### src/rtl/csr_unit_if.sv
// csr_unit_if -- request/response bundle for the CSR unit.
//   req_valid/req_ready   : request handshake (master -> slave / slave -> master)
//   req_func3, req_addr   : instruction funct3 and CSR address
//   req_rs1_idx           : rs1 index, doubles as uimm for the immediate forms
//   req_rs1_data          : rs1 register value
//   resp_valid            : one-cycle response strobe
//   resp_rdata            : old CSR value (0 when illegal)
//   resp_illegal          : illegal-instruction flag, qualified by resp_valid
interface csr_unit_if #(
  parameter int unsigned XLEN = 32
);
  logic            req_valid;
  logic            req_ready;
  logic [2:0]      req_func3;
  logic [11:0]     req_addr;
  logic [4:0]      req_rs1_idx;
  logic [XLEN-1:0] req_rs1_data;
  logic            resp_valid;
  logic [XLEN-1:0] resp_rdata;
  logic            resp_illegal;

  modport master (
    output req_valid, req_func3, req_addr, req_rs1_idx, req_rs1_data,
    input  req_ready, resp_valid, resp_rdata, resp_illegal
  );

  modport slave (
    input  req_valid, req_func3, req_addr, req_rs1_idx, req_rs1_data,
    output req_ready, resp_valid, resp_rdata, resp_illegal
  );
endinterface

### src/rtl/csr_unit.sv
// csr_unit -- machine-mode CSR execution unit (csrrw/csrrs/csrrc and immediate forms).
// Three-state FSM IDLE -> EXEC -> RESP: a request is accepted in IDLE, the CSR
// write commits on the EXEC->RESP edge and the response strobe is driven in RESP.
// Ports:
//   clk           : clock, all state updates on the rising edge
//   reset         : synchronous, active-high
//   instret_pulse : one instruction retired this cycle (counts minstret)
//   bus           : csr_unit_if.slave request/response bundle
// Build option: define CSR_COUNTERS_EN to include mcycle/minstret (0xB00/0xB02,
// upper halves 0xB80/0xB82 when XLEN=32) and the read-only mirrors 0xC00/0xC02
// (0xC80/0xC82 when XLEN=32). Without it those addresses are illegal and
// instret_pulse is ignored.
module csr_unit #(
  parameter int unsigned    XLEN        = 32,
  parameter logic [XLEN-1:0] MTVEC_RESET = '0
) (
  input  logic       clk,
  input  logic       reset,
  input  logic       instret_pulse,
  csr_unit_if.slave  bus
);

  typedef enum logic [1:0] {S_IDLE, S_EXEC, S_RESP} state_e;

  state_e          state_q;
  logic            ready_q, resp_valid_q, illegal_q;
  logic [XLEN-1:0] rdata_q;
  logic [2:0]      func3_q;
  logic [11:0]     addr_q;
  logic [4:0]      idx_q;
  logic [XLEN-1:0] data_q;
  logic [XLEN-1:0] mscratch_q, mtvec_q, mepc_q, mcause_q;

  logic [XLEN-1:0] operand, rd_val, new_val;
  logic            known, wen, illegal, do_write;

`ifdef CSR_COUNTERS_EN
  logic [63:0] mcycle_q, mcycle_d, minstret_q, minstret_d;
`else
  logic unused_instret;
  assign unused_instret = instret_pulse;
`endif

  assign bus.req_ready    = ready_q;
  assign bus.resp_valid   = resp_valid_q;
  assign bus.resp_rdata   = rdata_q;
  assign bus.resp_illegal = illegal_q;

  // Decode and compute the read-modify-write result for the captured request.
  always_comb begin
    operand = func3_q[2] ? {{(XLEN-5){1'b0}}, idx_q} : data_q;
    wen     = (func3_q[1:0] == 2'b01) || (idx_q != '0);
    known   = 1'b1;
    rd_val  = '0;
    unique case (addr_q)
      12'h340: rd_val = mscratch_q;
      12'h305: rd_val = mtvec_q;
      12'h341: rd_val = mepc_q;
      12'h342: rd_val = mcause_q;
`ifdef CSR_COUNTERS_EN
      12'hB00, 12'hC00: rd_val = mcycle_q[XLEN-1:0];
      12'hB02, 12'hC02: rd_val = minstret_q[XLEN-1:0];
      12'hB80, 12'hC80: begin
        known  = (XLEN == 32);
        rd_val = (XLEN == 32) ? XLEN'(mcycle_q[63:32]) : '0;
      end
      12'hB82, 12'hC82: begin
        known  = (XLEN == 32);
        rd_val = (XLEN == 32) ? XLEN'(minstret_q[63:32]) : '0;
      end
`endif
      default: known = 1'b0;
    endcase
    unique case (func3_q[1:0])
      2'b01:   new_val = operand;
      2'b10:   new_val = rd_val | operand;
      2'b11:   new_val = rd_val & ~operand;
      default: new_val = rd_val;
    endcase
    illegal  = !known || (func3_q[1:0] == 2'b00) || ((addr_q[11:10] == 2'b11) && wen);
    do_write = (state_q == S_EXEC) && wen && !illegal;
  end

`ifdef CSR_COUNTERS_EN
  // A written half replaces that half of the incremented value; the other half
  // keeps its normal increment (carry from the old low half, not the new one).
  always_comb begin
    mcycle_d   = mcycle_q + 64'd1;
    minstret_d = instret_pulse ? (minstret_q + 64'd1) : minstret_q;
    if (do_write) begin
      unique case (addr_q)
        12'hB00: mcycle_d[XLEN-1:0]   = new_val;
        12'hB02: minstret_d[XLEN-1:0] = new_val;
        12'hB80: mcycle_d[63:32]      = new_val[31:0];
        12'hB82: minstret_d[63:32]    = new_val[31:0];
        default: ;
      endcase
    end
  end

  always_ff @(posedge clk) begin
    if (reset) begin
      mcycle_q   <= '0;
      minstret_q <= '0;
    end else begin
      mcycle_q   <= mcycle_d;
      minstret_q <= minstret_d;
    end
  end
`endif

  always_ff @(posedge clk) begin
    if (reset) begin
      state_q      <= S_IDLE;
      ready_q      <= 1'b0;
      resp_valid_q <= 1'b0;
      rdata_q      <= '0;
      illegal_q    <= 1'b0;
      func3_q      <= '0;
      addr_q       <= '0;
      idx_q        <= '0;
      data_q       <= '0;
      mscratch_q   <= '0;
      mtvec_q      <= {MTVEC_RESET[XLEN-1:2], 2'b00};
      mepc_q       <= '0;
      mcause_q     <= '0;
    end else begin
      unique case (state_q)
        S_IDLE: begin
          if (bus.req_valid && ready_q) begin
            func3_q <= bus.req_func3;
            addr_q  <= bus.req_addr;
            idx_q   <= bus.req_rs1_idx;
            data_q  <= bus.req_rs1_data;
            ready_q <= 1'b0;
            state_q <= S_EXEC;
          end else begin
            ready_q <= 1'b1;
          end
        end
        S_EXEC: begin
          resp_valid_q <= 1'b1;
          rdata_q      <= illegal ? '0 : rd_val;
          illegal_q    <= illegal;
          if (do_write) begin
            unique case (addr_q)
              12'h340: mscratch_q <= new_val;
              12'h305: mtvec_q    <= {new_val[XLEN-1:2], 2'b00};
              12'h341: mepc_q     <= {new_val[XLEN-1:2], 2'b00};
              12'h342: mcause_q   <= new_val;
              default: ;
            endcase
          end
          state_q <= S_RESP;
        end
        S_RESP: begin
          resp_valid_q <= 1'b0;
          ready_q      <= 1'b1;
          state_q      <= S_IDLE;
        end
        default: state_q <= S_IDLE;
      endcase
    end
  end

endmodule

### src/flat_wrapper.sv
// flat-port wrapper written by rule: the top's interface ports become plain ports
module csr_unit_flat 
#(
  parameter int unsigned    XLEN        = 32,
  parameter logic [XLEN-1:0] MTVEC_RESET = '0
)
  (clk, reset, instret_pulse, bus_req_valid, bus_req_func3, bus_req_addr, bus_req_rs1_idx, bus_req_rs1_data, bus_req_ready, bus_resp_valid, bus_resp_rdata, bus_resp_illegal);
  csr_unit_if #(.XLEN(XLEN)) bus_i ();
  input  logic clk;
  input  logic reset;
  input  logic instret_pulse;
  input wire logic [$bits(bus_i.req_valid)-1:0] bus_req_valid;
  input wire logic [$bits(bus_i.req_func3)-1:0] bus_req_func3;
  input wire logic [$bits(bus_i.req_addr)-1:0] bus_req_addr;
  input wire logic [$bits(bus_i.req_rs1_idx)-1:0] bus_req_rs1_idx;
  input wire logic [$bits(bus_i.req_rs1_data)-1:0] bus_req_rs1_data;
  output wire logic [$bits(bus_i.req_ready)-1:0] bus_req_ready;
  output wire logic [$bits(bus_i.resp_valid)-1:0] bus_resp_valid;
  output wire logic [$bits(bus_i.resp_rdata)-1:0] bus_resp_rdata;
  output wire logic [$bits(bus_i.resp_illegal)-1:0] bus_resp_illegal;
  assign bus_i.req_valid = bus_req_valid;
  assign bus_i.req_func3 = bus_req_func3;
  assign bus_i.req_addr = bus_req_addr;
  assign bus_i.req_rs1_idx = bus_req_rs1_idx;
  assign bus_i.req_rs1_data = bus_req_rs1_data;
  assign bus_req_ready = bus_i.req_ready;
  assign bus_resp_valid = bus_i.resp_valid;
  assign bus_resp_rdata = bus_i.resp_rdata;
  assign bus_resp_illegal = bus_i.resp_illegal;
  csr_unit #(.XLEN(XLEN), .MTVEC_RESET(MTVEC_RESET)) u_core (.clk(clk), .reset(reset), .instret_pulse(instret_pulse), .bus(bus_i));
endmodule
### config.mk
export PLATFORM = sky130hd
export DESIGN_NAME = csr_unit_flat
export DESIGN_NICKNAME = d
export VERILOG_FILES = /design/src/rtl/csr_unit_if.sv /design/src/rtl/csr_unit.sv /design/src/flat_wrapper.sv
export SDC_FILE = /design/constraint.sdc
export NUM_CORES = 1
export LEC_CHECK = 0
export CORE_MARGIN = 2
export CORE_UTILIZATION = 35
export CTS_BUF_LIST = sky130_fd_sc_hd__clkbuf_4 sky130_fd_sc_hd__clkbuf_8
export DETAILED_ROUTE_END_ITERATION = 12
export HOLD_SLACK_MARGIN = 0.08
export MAX_ROUTING_LAYER = met4
export PLACE_DENSITY = 0.66
export SLEW_MARGIN = 10
export SYNTH_ARGS = -nofsm -noshare
export SYNTH_HDL_FRONTEND = slang
export SYNTH_SLANG_ARGS = --single-unit
### constraint.sdc
create_clock -name clk -period 2.25 [get_ports clk]
set_input_delay 0.675 -clock clk [delete_from_list [all_inputs] [get_ports clk]]
set_output_delay 0.675 -clock clk [all_outputs]
set_load 0.005 [all_outputs]
Yosys cells after proc, flatten, opt, wreduce, memory -nomap -nowiden
Index checks and enable logic that the tools add are counted.

word-level totals
  register bits after elaboration = 213
  bits in read-only memories = 0
  latch bits = 0
  logic and storage cells = 57
  bits of input ports = 56
  bits in writable memories = 0
  memories kept = 0
  output and inout port bits = 35

operators by class
  mux-type cells = 10
  add/subtract/negate cells = 0
  $mul = 0
  equal/unequal tests = 11
  bitwise logic cells = 3
  div/mod/pow operators = 0
  shift operators = 0
  reductions and logical operators = 20
  $lt $le $gt $ge = 0

operator list
  kind                                                   count
  one-hot mux 32 bit (4 select lines)                    1
  one-hot mux 32 bit (3 select lines)                    1
  2-to-1 mux 32 bit                                      2
  equality test 12 x 10 -> 1 bit, second input constant  4
  AND 32 bit                                             1
  inverter 32 bit                                        1
  bitwise OR 32 bit                                      1
  AND reduction 3 bit                                    4
  equality test 2 bit, second input constant             4
  nonzero test 5 bit                                     1
  equality test 2 x 1 -> 1 bit, second input constant    2
  logical AND 1 bit                                      4
  logical NOT 2 bit                                      2
  one-hot mux 1 bit (2 select lines)                     2
  one-hot mux 2 bit (2 select lines)                     1
  nonzero test 2 bit                                     2
  OR reduction 4 bit                                     1
  logical OR 1 bit                                       3
  logical NOT 1 bit                                      2
  2-to-1 mux 1 bit                                       2
  2-to-1 mux 2 bit                                       1
  inequality test 2 x 1 -> 1 bit, second input constant  1
  AND reduction 2 bit                                    1

Logic depth before layout (Yosys ltp)
  word-level depth = 9
  gate-level depth with buffers = 10

Least setup slack after synthesis
OpenSTA, ideal clock, no wires.

  path kind = input -> register
  from = input reset
  to = register u_core.mepc_q[18]
  required time = 2.124 ns
  stages = 7
  arrival time = 2.085 ns
  slack = 0.040 ns
  cell sequence = clkbuf_1 nand2b_1 clkbuf_1 buf_1 a211oi_2 a21oi_1 o21ai_1

RTL lines
  item                  line                source
  from (decl)           flat_wrapper.sv:10  input logic reset;
  to (signal assigned)  csr_unit.sv:149     12'h341: mepc_q <= {new_val[XLEN-1:2], 2'b00};
  to (decl)             csr_unit.sv:32      logic [XLEN-1:0] mscratch_q, mtvec_q, mepc_q, mcause_q;

Worst setup path in the final report
  from = register u_core.addr_q[11]
  to = register u_core.mtvec_q[15]

between the ends
  word-level cells in the longest chain between the ends = 9
  elaborated cells on any way between the ends = 18
  those cells by class = 5 x eq/ne; 3 x mux; 2 x bitwise; 8 x reduce/logical

RTL lines
  item                                               line                             source
  from (decl)                                        csr_unit.sv:29                   logic [11:0] addr_q;
  from (signal assigned)                             csr_unit.sv:132                  addr_q <= bus.req_addr;
  equality test 12 x 10 -> 1 bit (on tied branches)  csr_unit.sv:55, csr_unit.sv:146
  OR reduction 4 bit (no line)                       -
  2-to-1 mux 1 bit                                   csr_unit.sv:55                   unique case (addr_q)
  logical NOT 1 bit                                  csr_unit.sv:80                   illegal = !known || (func3_q[1:0] == 2'b00) || ((addr_q[11:10] == 2'b11) && wen);
  logical OR 1 bit (2 in a row)                      csr_unit.sv:80
  logical NOT 1 bit                                  csr_unit.sv:81                   do_write = (state_q == S_EXEC) && wen && !illegal;
  logical AND 1 bit                                  csr_unit.sv:81
  AND reduction 3 bit (no line)                      -
  to (signal assigned)                               csr_unit.sv:124                  mtvec_q <= {MTVEC_RESET[XLEN-1:2], 2'b00};
  to (signal assigned)                               csr_unit.sv:148                  12'h305: mtvec_q <= {new_val[XLEN-1:2], 2'b00};
  to (decl)                                          csr_unit.sv:32

Parallel ways exist; a longest one is shown, timed or not.
A chain may end at the register's enable or synchronous reset.

==> results.toml <==
[placement]
placed_area_um2 = 10500
dpl.cell_count = 1418
io_buffers = 89
dp_hpwl_um = 15000
place_ws_ns = 0.0217
finalWeightedCongestion = 0.784

[setup_path]
cp-end-kind = "flip-flop"
max_stage_delay_ns = 0.57
rr_worst_depth = 7
cp-start-kind = "flip-flop"
worst_r2r_endpoint = "u_core.mtvec_q[15]"
worstPathArrival_ns = 2.62
crit_buf_inv = 1
cp_top_family = "simple AND/OR/NAND/NOR gates"
r2r-start = "u_core.addr_q[11]"
critPathKind = "reg -> reg"
r2r_setup_slack_ns = 0.08
crit_chain = "or4_4 > nor4_4 > buf_6 > a22oi_1 > a211oi_1 > a21oi_1 > o21ai_0"
worstPathRequired_ns = 2.70
critPathMaxFanout = 11
cp_slowest_cell = "or4_4"

[synthesis]
syn_avg_cell_area_um2 = 8.70
muxShareOfSynthArea_pct = 4.40
synth.cell_area_um2 = 9080
synthAdderAreaFrac_pct = 0.551
synth-xor-area-share_pct = 0.193
synth_compound_area_share_pct = 22.7
netlist_instances = 1044
syn-num-nets = 1104
synth_top_family_by_area = "compound AO/OA/AOI/OAI gates"
yosys-top-cells-count = "dfxtp_1, nand2_1, nand3b_1"
synth-simple-area-share_pct = 21.0
seq_area_frac_synth_pct = 47.0
yosysMostFrequentCell = "dfxtp_1"
synth_top_cell_by_area = "dfxtp_1"
synth_seq_cells = 213
synth-edff-count = 0
synthTopCellsByArea = "dfxtp_1, nand3b_1, nand2_1"
async_flop_share_pct = 0
synth_flop_cell = "dfxtp_1"
synth.distinct_cells = 43
yosys_warnings = 0
yosys.area.top_type_share_pct = 47.0

[drt]
postRouteAntennaNets = 0
wire_per_inst_um = 16.3
drtIter0Drc = 533
drtPass1Iterations = 5
drcViolationCount = 0
vias = 7836
drt-total-wl_um = 24100
vias_per_cell = 5.28

[clocking]
clk_pin_slew_ns = 0.06
cts.sinks = 213
clock_tree.root_cell = "clkbuf_8"
cts_tree = "yes"
cts_made_buffers = 38
clockBufferDepth = 3
worst_skew_pair.late_latency_ns = 0.52
post_cts_buffers = 0
htreeDepth = 2

[layout]
layout-drive-gt1-share_pct = 14.5
post-route-util_pct = 45.0
syn2layout_area_growth_pct = 25.4
diodes = 0
fin_area_um2 = 11400
instances_no_fill = 1483
final_nets = 1188

[floorplanning]
num_rows = 58
start_util_pct = 35.8
design.die.area_um2 = 27200
ios = 91
fp.dieH_um = 165
core_um2 = 25300
die_w_um = 165

[grt]
grt_first_pass_wirelength_um = 38600
grt_antenna_before_repair = 0
grt_max_degree = 91
gr-total-overflow = 0
globalRouteTotalUtil_pct = 18.1
grt_pass1_vias = 7410

[worst_hold_path]
holdPathEnd = "u_core.bus.resp_illegal"
worstHoldPathType = "in -> reg"
hp-start = "reset"
whs_path_depth = 2

[sta]
tightest_slew_ns = 0.768
fin_crit_sh_pct = 96.3
fmax_mhz = 461
setup_tns_ns = 0
period_minus_slack_ns = 2.17
fin_ws_ns = 0.0831
slew_viol_final = 0
hold_viol_final = 0
fin_worst_skew_ns = 0.0194
setup_viol = 0
relSlewSlack_pct = 48.8

[run]
cap_violations = 0

[power]
p_per_area_nw_per_um2 = 736
p_leak_nw = 3.73
ir_drop_uv = 486

[run_status]
status = "complete, no violations"
[power breakdown]
part | internal [mW] | switching, mW
clock | 2.21 | 1.58
sequential | 3.84 | 0.0606
combinational | 0.306 | 0.378
[cell type report]
type | count | area [µm²]
multi-input combinational | 733 | 4480
clock inverter | 7 | 66.3
fill | 2467 | 13900
clock buffer | 58 | 742
timing repair buffer | 138 | 1400
sequential | 213 | 4270
tap | 330 | 413
inverter | 4 | 15.0
[state kept, by name, indices dropped and copies added, names as in the netlist]
signal	cells
u_core.addr_q	12
u_core.bus.req_ready	1
u_core.bus.resp_illegal	1
u_core.bus.resp_rdata	32
u_core.bus.resp_valid	1
u_core.data_q	32
u_core.func3_q	3
u_core.idx_q	5
u_core.mcause_q	32
u_core.mepc_q	30
u_core.mscratch_q	32
u_core.mtvec_q	30
u_core.state_q	2
[cell usage in the layout (no fill, tap or decap), types with 9 or more instances in the layout]
cell type	instances
dfxtp_1	212
nand2_1	148
nand3b_1	122
a21oi_1	106
o21ai_0	105
clkdlybuf4s50_1	88
o21ai_1	52
clkbuf_8	49
buf_4	36
nand3_1	31
mux2i_1	23
mux2_2	15
a21o_1	14
o2bb2ai_1	14
nor2_1	12
a211oi_2	10
a2bb2oi_1	10
a22oi_2	10
buf_12	10
clkbuf_4	9
[what timing repair did]
action,CTS,global route
gates cloned,0,0
pin swaps,0,2
gates resized for setup,1,15
setup endpoints to repair,1,96
hold buffers,0,0
[routing by layer]
metal	track usage, %	share of wire (%)	wire, µm	vias to the layer above
met5	-	0	0	-
met4	5.81	1.9	448	0
met3	2.62	4.1	1000	44
met2	28.7	47	11400	170
met1	23.8	47	11300	3738
li1	-	-	-	3884
[worst max path at each step]
stage                 startpoint                    end  depth (start not counted)
2_1_floorplan              reset      u_core.mepc_q[18]                          7
3_3_place_gp   u_core.state_q[1]   u_core.mscratch_q[5]                          9
3_5_place_dp   u_core.state_q[1]  u_core.mscratch_q[25]                          9
4_1_cts        u_core.state_q[1]   u_core.mscratch_q[6]                          9
5_1_grt        u_core.addr_q[11]    u_core.mcause_q[15]                          7
6_report       u_core.addr_q[11]     u_core.mtvec_q[15]                          7
[cell families after synthesis]
logic type,count (synthesis)
simple gates,345
compound gates,344
flops,213
buf+inv,98
mux,38
fa+ha+maj,4
xor+xnor,2
[worst reg2reg max path, delay by kind of cell (launching register included)]
kind	cells	cell delay (ns)
buf+inv	1	0.23
compound gates	4	0.65
simple gates	2	0.86
flops	1	0.36
[through the flow]
step	total power [mW]	hold slack, ns
6_report	8.38	0.421
5_1_grt	8.71	0.412
4_1_cts	8.48	0.382
3_5_place_dp	4.66	0.441
3_3_place_gp	4.65	0.436
2_1_floorplan	4.34	0.432
(Power assumes the default switching activity.)
